<file path="src/rtl/muldiv_unit.sv">
// muldiv_unit: iterative signed/unsigned multiply/divide engine that owns the HI/LO result
// registers.
//
// MUL is a radix-2 shift-add over WIDTH cycles. DIV is restoring division, also WIDTH
// cycles. A final FIX cycle applies sign correction, writes HI/LO and pulses done.
// A DIV/DIVU with a zero divisor skips straight to FIX, leaves HI/LO untouched and pulses
// div_zero together with done.
//
// Optional feature: define MULDIV_EARLY_OUT_EN to let MUL stop as soon as the remaining
// multiplier magnitude is zero. DIV timing does not change.
//
// Ports:
//   clk      - system clock, rising edge
//   reset    - asynchronous active-high reset
//   start    - launch request, sampled only while idle
//   op       - 00 MULT, 01 MULTU, 10 DIV, 11 DIVU
//   a, b     - multiplicand/dividend and multiplier/divisor
//   busy     - operation in progress
//   done     - one-cycle pulse; hi/lo valid from this cycle
//   div_zero - one-cycle pulse with done when a divide had b == 0
//   hi, lo   - MUL: product upper/lower half; DIV: remainder/quotient
module muldiv_unit #(
  parameter int unsigned WIDTH = 32
) (
  input  logic             clk,
  input  logic             reset,
  input  logic             start,
  input  logic [1:0]       op,
  input  logic [WIDTH-1:0] a,
  input  logic [WIDTH-1:0] b,
  output logic             busy,
  output logic             done,
  output logic             div_zero,
  output logic [WIDTH-1:0] hi,
  output logic [WIDTH-1:0] lo
);

  localparam int unsigned     CntW    = $clog2(WIDTH + 1);
  localparam logic [CntW-1:0] CntLoad = CntW'(WIDTH);
  localparam logic [CntW-1:0] CntOne  = CntW'(1);

  typedef enum logic [1:0] {StIdle, StMul, StDiv, StFix} state_e;

  state_e state_q, state_d;

  logic               div_q, div_d;    // operation is a divide
  logic               neg_q, neg_d;    // negate product / quotient in FIX
  logic               rneg_q, rneg_d;  // negate remainder in FIX
  logic               zero_q, zero_d;  // divide by zero
  logic [CntW-1:0]    cnt_q, cnt_d;
  // MUL: multiplicand shifting left. DIV: divisor in the low half.
  logic [2*WIDTH-1:0] mcand_q, mcand_d;
  // MUL: multiplier shifting right. DIV: dividend bits leave at the top, quotient bits
  // enter at the bottom.
  logic [WIDTH-1:0]   mplier_q, mplier_d;
  // MUL: product accumulator. DIV: partial remainder in bits [WIDTH:0].
  logic [2*WIDTH-1:0] acc_q, acc_d;
  logic [WIDTH-1:0]   hi_q, hi_d, lo_q, lo_d;
  logic               done_q, done_d, dz_q, dz_d;

  // Operand decode: magnitudes are taken only for signed ops.
  logic             is_signed, is_div, a_neg, b_neg;
  logic [WIDTH-1:0] a_mag, b_mag;

  assign is_signed = ~op[0];
  assign is_div    = op[1];
  assign a_neg     = is_signed & a[WIDTH-1];
  assign b_neg     = is_signed & b[WIDTH-1];
  assign a_mag     = a_neg ? -a : a;
  assign b_mag     = b_neg ? -b : b;

  // Per-iteration datapath.
  logic [WIDTH-1:0] mplier_sh;
  logic [WIDTH:0]   rem_sh;
  logic [WIDTH+1:0] rem_diff;  // MSB set means the trial subtraction went negative
  logic             mul_last;

  assign mplier_sh = mplier_q >> 1;
  assign rem_sh    = {acc_q[WIDTH-1:0], mplier_q[WIDTH-1]};
  assign rem_diff  = {1'b0, rem_sh} - {2'b00, mcand_q[WIDTH-1:0]};

`ifdef MULDIV_EARLY_OUT_EN
  assign mul_last = (cnt_q == CntOne) || (mplier_sh == '0);
`else
  assign mul_last = (cnt_q == CntOne);
`endif

  // Sign fix-up applied in FIX.
  logic [2*WIDTH-1:0] prod_fix;
  logic [WIDTH-1:0]   quo_fix, rem_fix;

  assign prod_fix = neg_q ? -acc_q : acc_q;
  assign quo_fix  = neg_q ? -mplier_q : mplier_q;
  assign rem_fix  = rneg_q ? -acc_q[WIDTH-1:0] : acc_q[WIDTH-1:0];

  // State register.
  always_ff @(posedge clk or posedge reset) begin
    if (reset) begin
      state_q <= StIdle;
    end else begin
      state_q <= state_d;
    end
  end

  // Next-state logic.
  always_comb begin
    state_d = state_q;
    unique case (state_q)
      StIdle: begin
        if (start) begin
          if (is_div) begin
            state_d = (b == '0) ? StFix : StDiv;
          end else begin
`ifdef MULDIV_EARLY_OUT_EN
            state_d = (b == '0) ? StFix : StMul;
`else
            state_d = StMul;
`endif
          end
        end
      end
      StMul:   if (mul_last) state_d = StFix;
      StDiv:   if (cnt_q == CntOne) state_d = StFix;
      StFix:   state_d = StIdle;
      default: state_d = StIdle;
    endcase
  end

  // Datapath next-state logic.
  always_comb begin
    div_d    = div_q;
    neg_d    = neg_q;
    rneg_d   = rneg_q;
    zero_d   = zero_q;
    cnt_d    = cnt_q;
    mcand_d  = mcand_q;
    mplier_d = mplier_q;
    acc_d    = acc_q;
    hi_d     = hi_q;
    lo_d     = lo_q;
    done_d   = 1'b0;
    dz_d     = 1'b0;
    unique case (state_q)
      StIdle: begin
        if (start) begin
          div_d    = is_div;
          neg_d    = a_neg ^ b_neg;
          rneg_d   = is_div & a_neg;
          zero_d   = is_div & (b == '0);
          cnt_d    = CntLoad;
          acc_d    = '0;
          mcand_d  = {{WIDTH{1'b0}}, (is_div ? b_mag : a_mag)};
          mplier_d = is_div ? a_mag : b_mag;
        end
      end
      StMul: begin
        if (mplier_q[0]) acc_d = acc_q + mcand_q;
        mcand_d  = mcand_q << 1;
        mplier_d = mplier_sh;
        cnt_d    = cnt_q - CntOne;
      end
      StDiv: begin
        if (!rem_diff[WIDTH+1]) begin
          acc_d[WIDTH:0] = rem_diff[WIDTH:0];
          mplier_d       = {mplier_q[WIDTH-2:0], 1'b1};
        end else begin
          acc_d[WIDTH:0] = rem_sh;
          mplier_d       = {mplier_q[WIDTH-2:0], 1'b0};
        end
        cnt_d = cnt_q - CntOne;
      end
      StFix: begin
        done_d = 1'b1;
        dz_d   = zero_q;
        cnt_d  = '0;
        // A zero divisor leaves the previous result in place.
        if (!zero_q) begin
          if (div_q) begin
            hi_d = rem_fix;
            lo_d = quo_fix;
          end else begin
            hi_d = prod_fix[2*WIDTH-1:WIDTH];
            lo_d = prod_fix[WIDTH-1:0];
          end
        end
      end
      default: ;
    endcase
  end

  always_ff @(posedge clk or posedge reset) begin
    if (reset) begin
      div_q    <= 1'b0;
      neg_q    <= 1'b0;
      rneg_q   <= 1'b0;
      zero_q   <= 1'b0;
      cnt_q    <= '0;
      mcand_q  <= '0;
      mplier_q <= '0;
      acc_q    <= '0;
      hi_q     <= '0;
      lo_q     <= '0;
      done_q   <= 1'b0;
      dz_q     <= 1'b0;
    end else begin
      div_q    <= div_d;
      neg_q    <= neg_d;
      rneg_q   <= rneg_d;
      zero_q   <= zero_d;
      cnt_q    <= cnt_d;
      mcand_q  <= mcand_d;
      mplier_q <= mplier_d;
      acc_q    <= acc_d;
      hi_q     <= hi_d;
      lo_q     <= lo_d;
      done_q   <= done_d;
      dz_q     <= dz_d;
    end
  end

  // Outputs.
  always_comb begin
    busy     = (state_q != StIdle);
    done     = done_q;
    div_zero = dz_q;
    hi       = hi_q;
    lo       = lo_q;
  end

endmodule
</file>
<file path="config.mk">
export PLATFORM = sky130hd
export DESIGN_NAME = muldiv_unit
export DESIGN_NICKNAME = d
export VERILOG_FILES = /design/src/rtl/muldiv_unit.sv
export SDC_FILE = /design/constraint.sdc
export NUM_CORES = 1
export LEC_CHECK = 0
export CAP_MARGIN = 10
export CORE_AREA = 2 2 217 219
export DETAILED_ROUTE_END_ITERATION = 10
export DIE_AREA = 0 0 219 221
export PLACE_DENSITY_LB_ADDON = 0.15
export SYNTH_ARGS = -nofsm -noshare
export SYNTH_HDL_FRONTEND = slang
export SYNTH_SLANG_ARGS = --single-unit
</file>
<file path="constraint.sdc">
create_clock -name clk -period 17.6 [get_ports clk]
set_input_delay 4.4 -clock clk [delete_from_list [all_inputs] [get_ports clk]]
set_output_delay 4.4 -clock clk [all_outputs]
set_load 0.005 [all_outputs]
</file>
==> results by group <==
Critical path
  • CP max stage delay: 0.68 ns
  • Worst setup endpoint: mplier_q[30]
  • Buffers & Inverters on Critical Path: 1
  • Critical Path Start: a[3]
  • RR Startpoint: acc_q[0]
  • RR Endpoint: acc_q[60]
  • CP Class: input port to flop
  • Crit-path cells: clkdlybuf4s50_1, or3_1, nor3b_1, a41oi_1, o21bai_1, a21oi_1, xor2_1, a211oi_1, a221oi_1, o21ai_1
  • Crit-path max FO: 6
  • CP max-delay cell: nor3b_1
  • Critical Path RT: 18.02 ns
  • Delay-heaviest family, CP: compound AO/OA/AOI/OAI gates
  • Reg-to-reg setup timing slack: 13.49 ns
  • Crit path depth: 10
  • Critical path endpoint category: flop
  • Startpoint types: input port
  • Arrival time at the worst endpoint: 7.52 ns
  • Worst reg-to-reg path cell count: 12

Final layout
  • Fillcell total: 4553
  • Nets: 2842
  • Diode count: 0
  • Register area: 5960 sq um
  • Footprint of the multi-input gates: 13700 sq um
  • Most frequent cells in the layout: nand2_1, o21ai_0, dfrtp_1
  • Commonest non-fill, non-tap cell in the layout: nand2_1
  • Final non-filler cell total: 3295
  • Fraction of layout cells with a size suffix above 1: 5.28%
  • Core Util, Final: 50.5%
  • Fin area: 23300 sq um
  • Area growth syn-to-layout: 13.1%

Global route
  • Tot GR Track Use: 31.0%
  • Initial antenna violation count: 0
  • GR Overflow Total: 0
  • Largest net degree at the start of global routing: 119
  • Vias in the first global route: 19600
  • First-pass GRT wire length: 117000 um

Logic synthesis
  • Yosys top cell by area: dfrtp_1
  • Synth top area cells: dfrtp_1, o21ai_0, nand2_1
  • Mapped Cells: 2641
  • Syn Area/Cell: 7.79 sq um
  • Top cell type's share of synthesized area: 28.9%
  • Synthesis Warnings: 0
  • Async S/R FF share, synth: 100%
  • Primary FF master, synth: dfrtp_1
  • Mapped cell area: 20600 sq um
  • Seq/Total Area, Yosys: 28.9%
  • Post-synth EDFFs: 0
  • Post-synth cell types: 98
  • Net count of the mapped netlist: 2817
  • Yosys reg bits: 238

Timing
  • Fin. max-slew vios: 0
  • FMAX: 141 MHz
  • Tcrit/Tclk final: 40.3%
  • Clk_skew: 0.0128 ns
  • Min Tclk post-route: 7.10 ns
  • Final setup TNS: 0 ns
  • Normalized max-slew margin: 25.3%
  • Hold Vio Cnt, Final: 0
  • Final setup fails: 0
  • Slew @ Worst Pin: 1.12 ns
  • RSZ-0062 raised after global routing: no

Die
  • FP Rows: 79
  • Die Span Y: 221 um
  • Core area: 46100 sq um
  • Die W: 219 um
  • IO Pins: 136
  • Initial Utilization: 44.7%
  • Die area: 48400 sq um

Worst hold path
  • Hold Path Class: flop to flop
  • Hold path depth: 2
  • Hold_sp: lo[16]

Power
  • VDD IR max: 0.000187 V
  • Clock power share: 14.3%
  • NetSw: 2.33 mW
  • Seq pwr share: 23.9%
  • Internal: 2.13 mW
  • Pwr dens: 192 nW/um^2
  • Combinational power share: 61.8%
  • Overall power: 4.46 mW
  • Pleak: 9.92 nW
  • Switching share of power: 52.3%

Placement
  • Post-Place Cell Area: 22300 sq um
  • Routability cong.: 0.945
  • Dpl cells: 3242
  • Detailed placer's ending HPWL: 57200 um
  • IO buf count: 135

Run status
  • Run status: finished, final reports clean

Clock tree
  • Reg clk slew, reported paths: 0.06 ns
  • Clock buffer depth: 3
  • Clock latency on the worst-skew pair: 0.57 ns
  • H-Tree Level Count: 1
  • CTS root buffer: clkbuf_16
  • CTS tree: built
  • Num CTS Buffers: 29
  • Hold-fix buffers at CTS: 0
  • CTS resizes: 0
  • Number of buffers added for setup after CTS: 0
  • Clock sinks: 238

Detailed routing
  • DRT iter0 DRCs: 2165
  • WL/cell: 23.1 um
  • Via count: 20500
  • Drt first pass iters: 6
  • Routed Antenna Nets: 0
  • Drt drc: 0
  • Routed WL: 76100 um
  • Number of vias per cell: 6.22

Run
  • Max_cap viols: 0
## flip-flops by register name, summed over array words and instances (netlist names)
signal / count
cnt_q: 6
zero_q: 1
done: 1
acc_q: 64
div_zero: 1
lo: 32
hi: 32
div_q: 1
state_q: 2
mplier_q: 32
neg_q: 1
rneg_q: 1
mcand_q: 64
## power by group through the flow
| stage | Combinational (mW) | Clock, mW | Sequential [mW] |
|---|---|---|---|
| 2_1_floorplan | 1.94 | 0 | 0.875 |
| 3_3_place_gp | 2.67 | 0 | 1.06 |
| 3_5_place_dp | 2.69 | 0 | 1.07 |
| 4_1_cts | 2.71 | 0.645 | 1.06 |
| 5_1_grt | 3.02 | 0.665 | 1.08 |
| 6_report | 2.75 | 0.636 | 1.07 |
## through the flow
stage / setup WS, ns / hold slack (ns)
global placement: 10.00 / 0.462
global route: 10.23 / 0.494
CTS: 10.51 / 0.482
finish: 10.50 / 0.476
floorplan: 6.67 / 0.446
detailed placement: 9.93 / 0.472
## routing by layer
| layer | global-route usage [%] | wire (um) | vias to the layer above |
|---|---|---|---|
| li1 | - | - | 9666 |
| met1 | 41.6 | 32300 | 9845 |
| met2 | 50.4 | 34900 | 824 |
| met3 | 3.79 | 5090 | 151 |
| met4 | 12.6 | 3840 | 0 |
| met5 | 0 | 0 | - |
## worst min-delay path by stage
| stage | endpoint | slack [ns] |
|---|---|---|
| after floorplan | cnt_q[4] | 0.45 |
| after global placement | cnt_q[4] | 0.46 |
| after detailed placement | lo[16] | 0.47 |
| after CTS | cnt_q[4] | 0.48 |
| after global routing | cnt_q[4] | 0.49 |
| final | lo[16] | 0.48 |
## logic make-up (layout without fill, tap and decap cells)
logic type | after synthesis | count (layout) | synth area share, %
buf+inv | 252 | 299 | 4.78
fa+ha+maj | 107 | 107 | 6.58
simple gates | 842 | 842 | 19.4
xor+xnor | 237 | 237 | 10.1
mux | 15 | 15 | 0.803
flops | 238 | 238 | 28.9
compound gates | 950 | 950 | 29.4
## worst reg2reg max path, cell delays in order, from the launching register on
cell and delay, ns:
dfrtp_1 0.55, ha_1 0.33, fa_1 0.42, a21o_1 0.19, a221o_2 0.44, a21oi_1 0.28
or4_1 0.25, a2111oi_2 0.13, o2111ai_1 0.35, or3b_2 0.53, nand2_1 0.14, o21ai_0 0.12
a32o_1 0.27
## cells in the mapped netlist (15+ instances only)
library cell  number
nand3_1           45
o21a_1            21
xnor2_1          137
ha_1             105
xor2_1           100
a31oi_1           25
a21o_1            35
o21ai_0          313
o21bai_1          15
and3_1            42
nor3_1            40
inv_1             80
o211ai_1          23
nand4_1           29
dfrtp_1          238
a22o_1            40
and2_1            15
or3_1             23
nand2b_1          18
a222oi_1          19
a211oi_1          58
o31ai_1           41
a21oi_1          220
nor2_1           170
nand2_1          366
clkbuf_1         148
nor2b_1           15
o21ai_1           20
## cell type report
| cell class | instances | area share, % |
|---|---|---|
| well taps | 607 | 3.26 |
| clock buffers | 39 | 3.62 |
| inverters | 83 | 1.37 |
| multi-input cells | 2151 | 58.8 |
| flip-flops and latches | 238 | 25.6 |
| repair buffers | 163 | 6.69 |
| clock inverters | 14 | 0.672 |
Power figures use the tool's default switching activity.
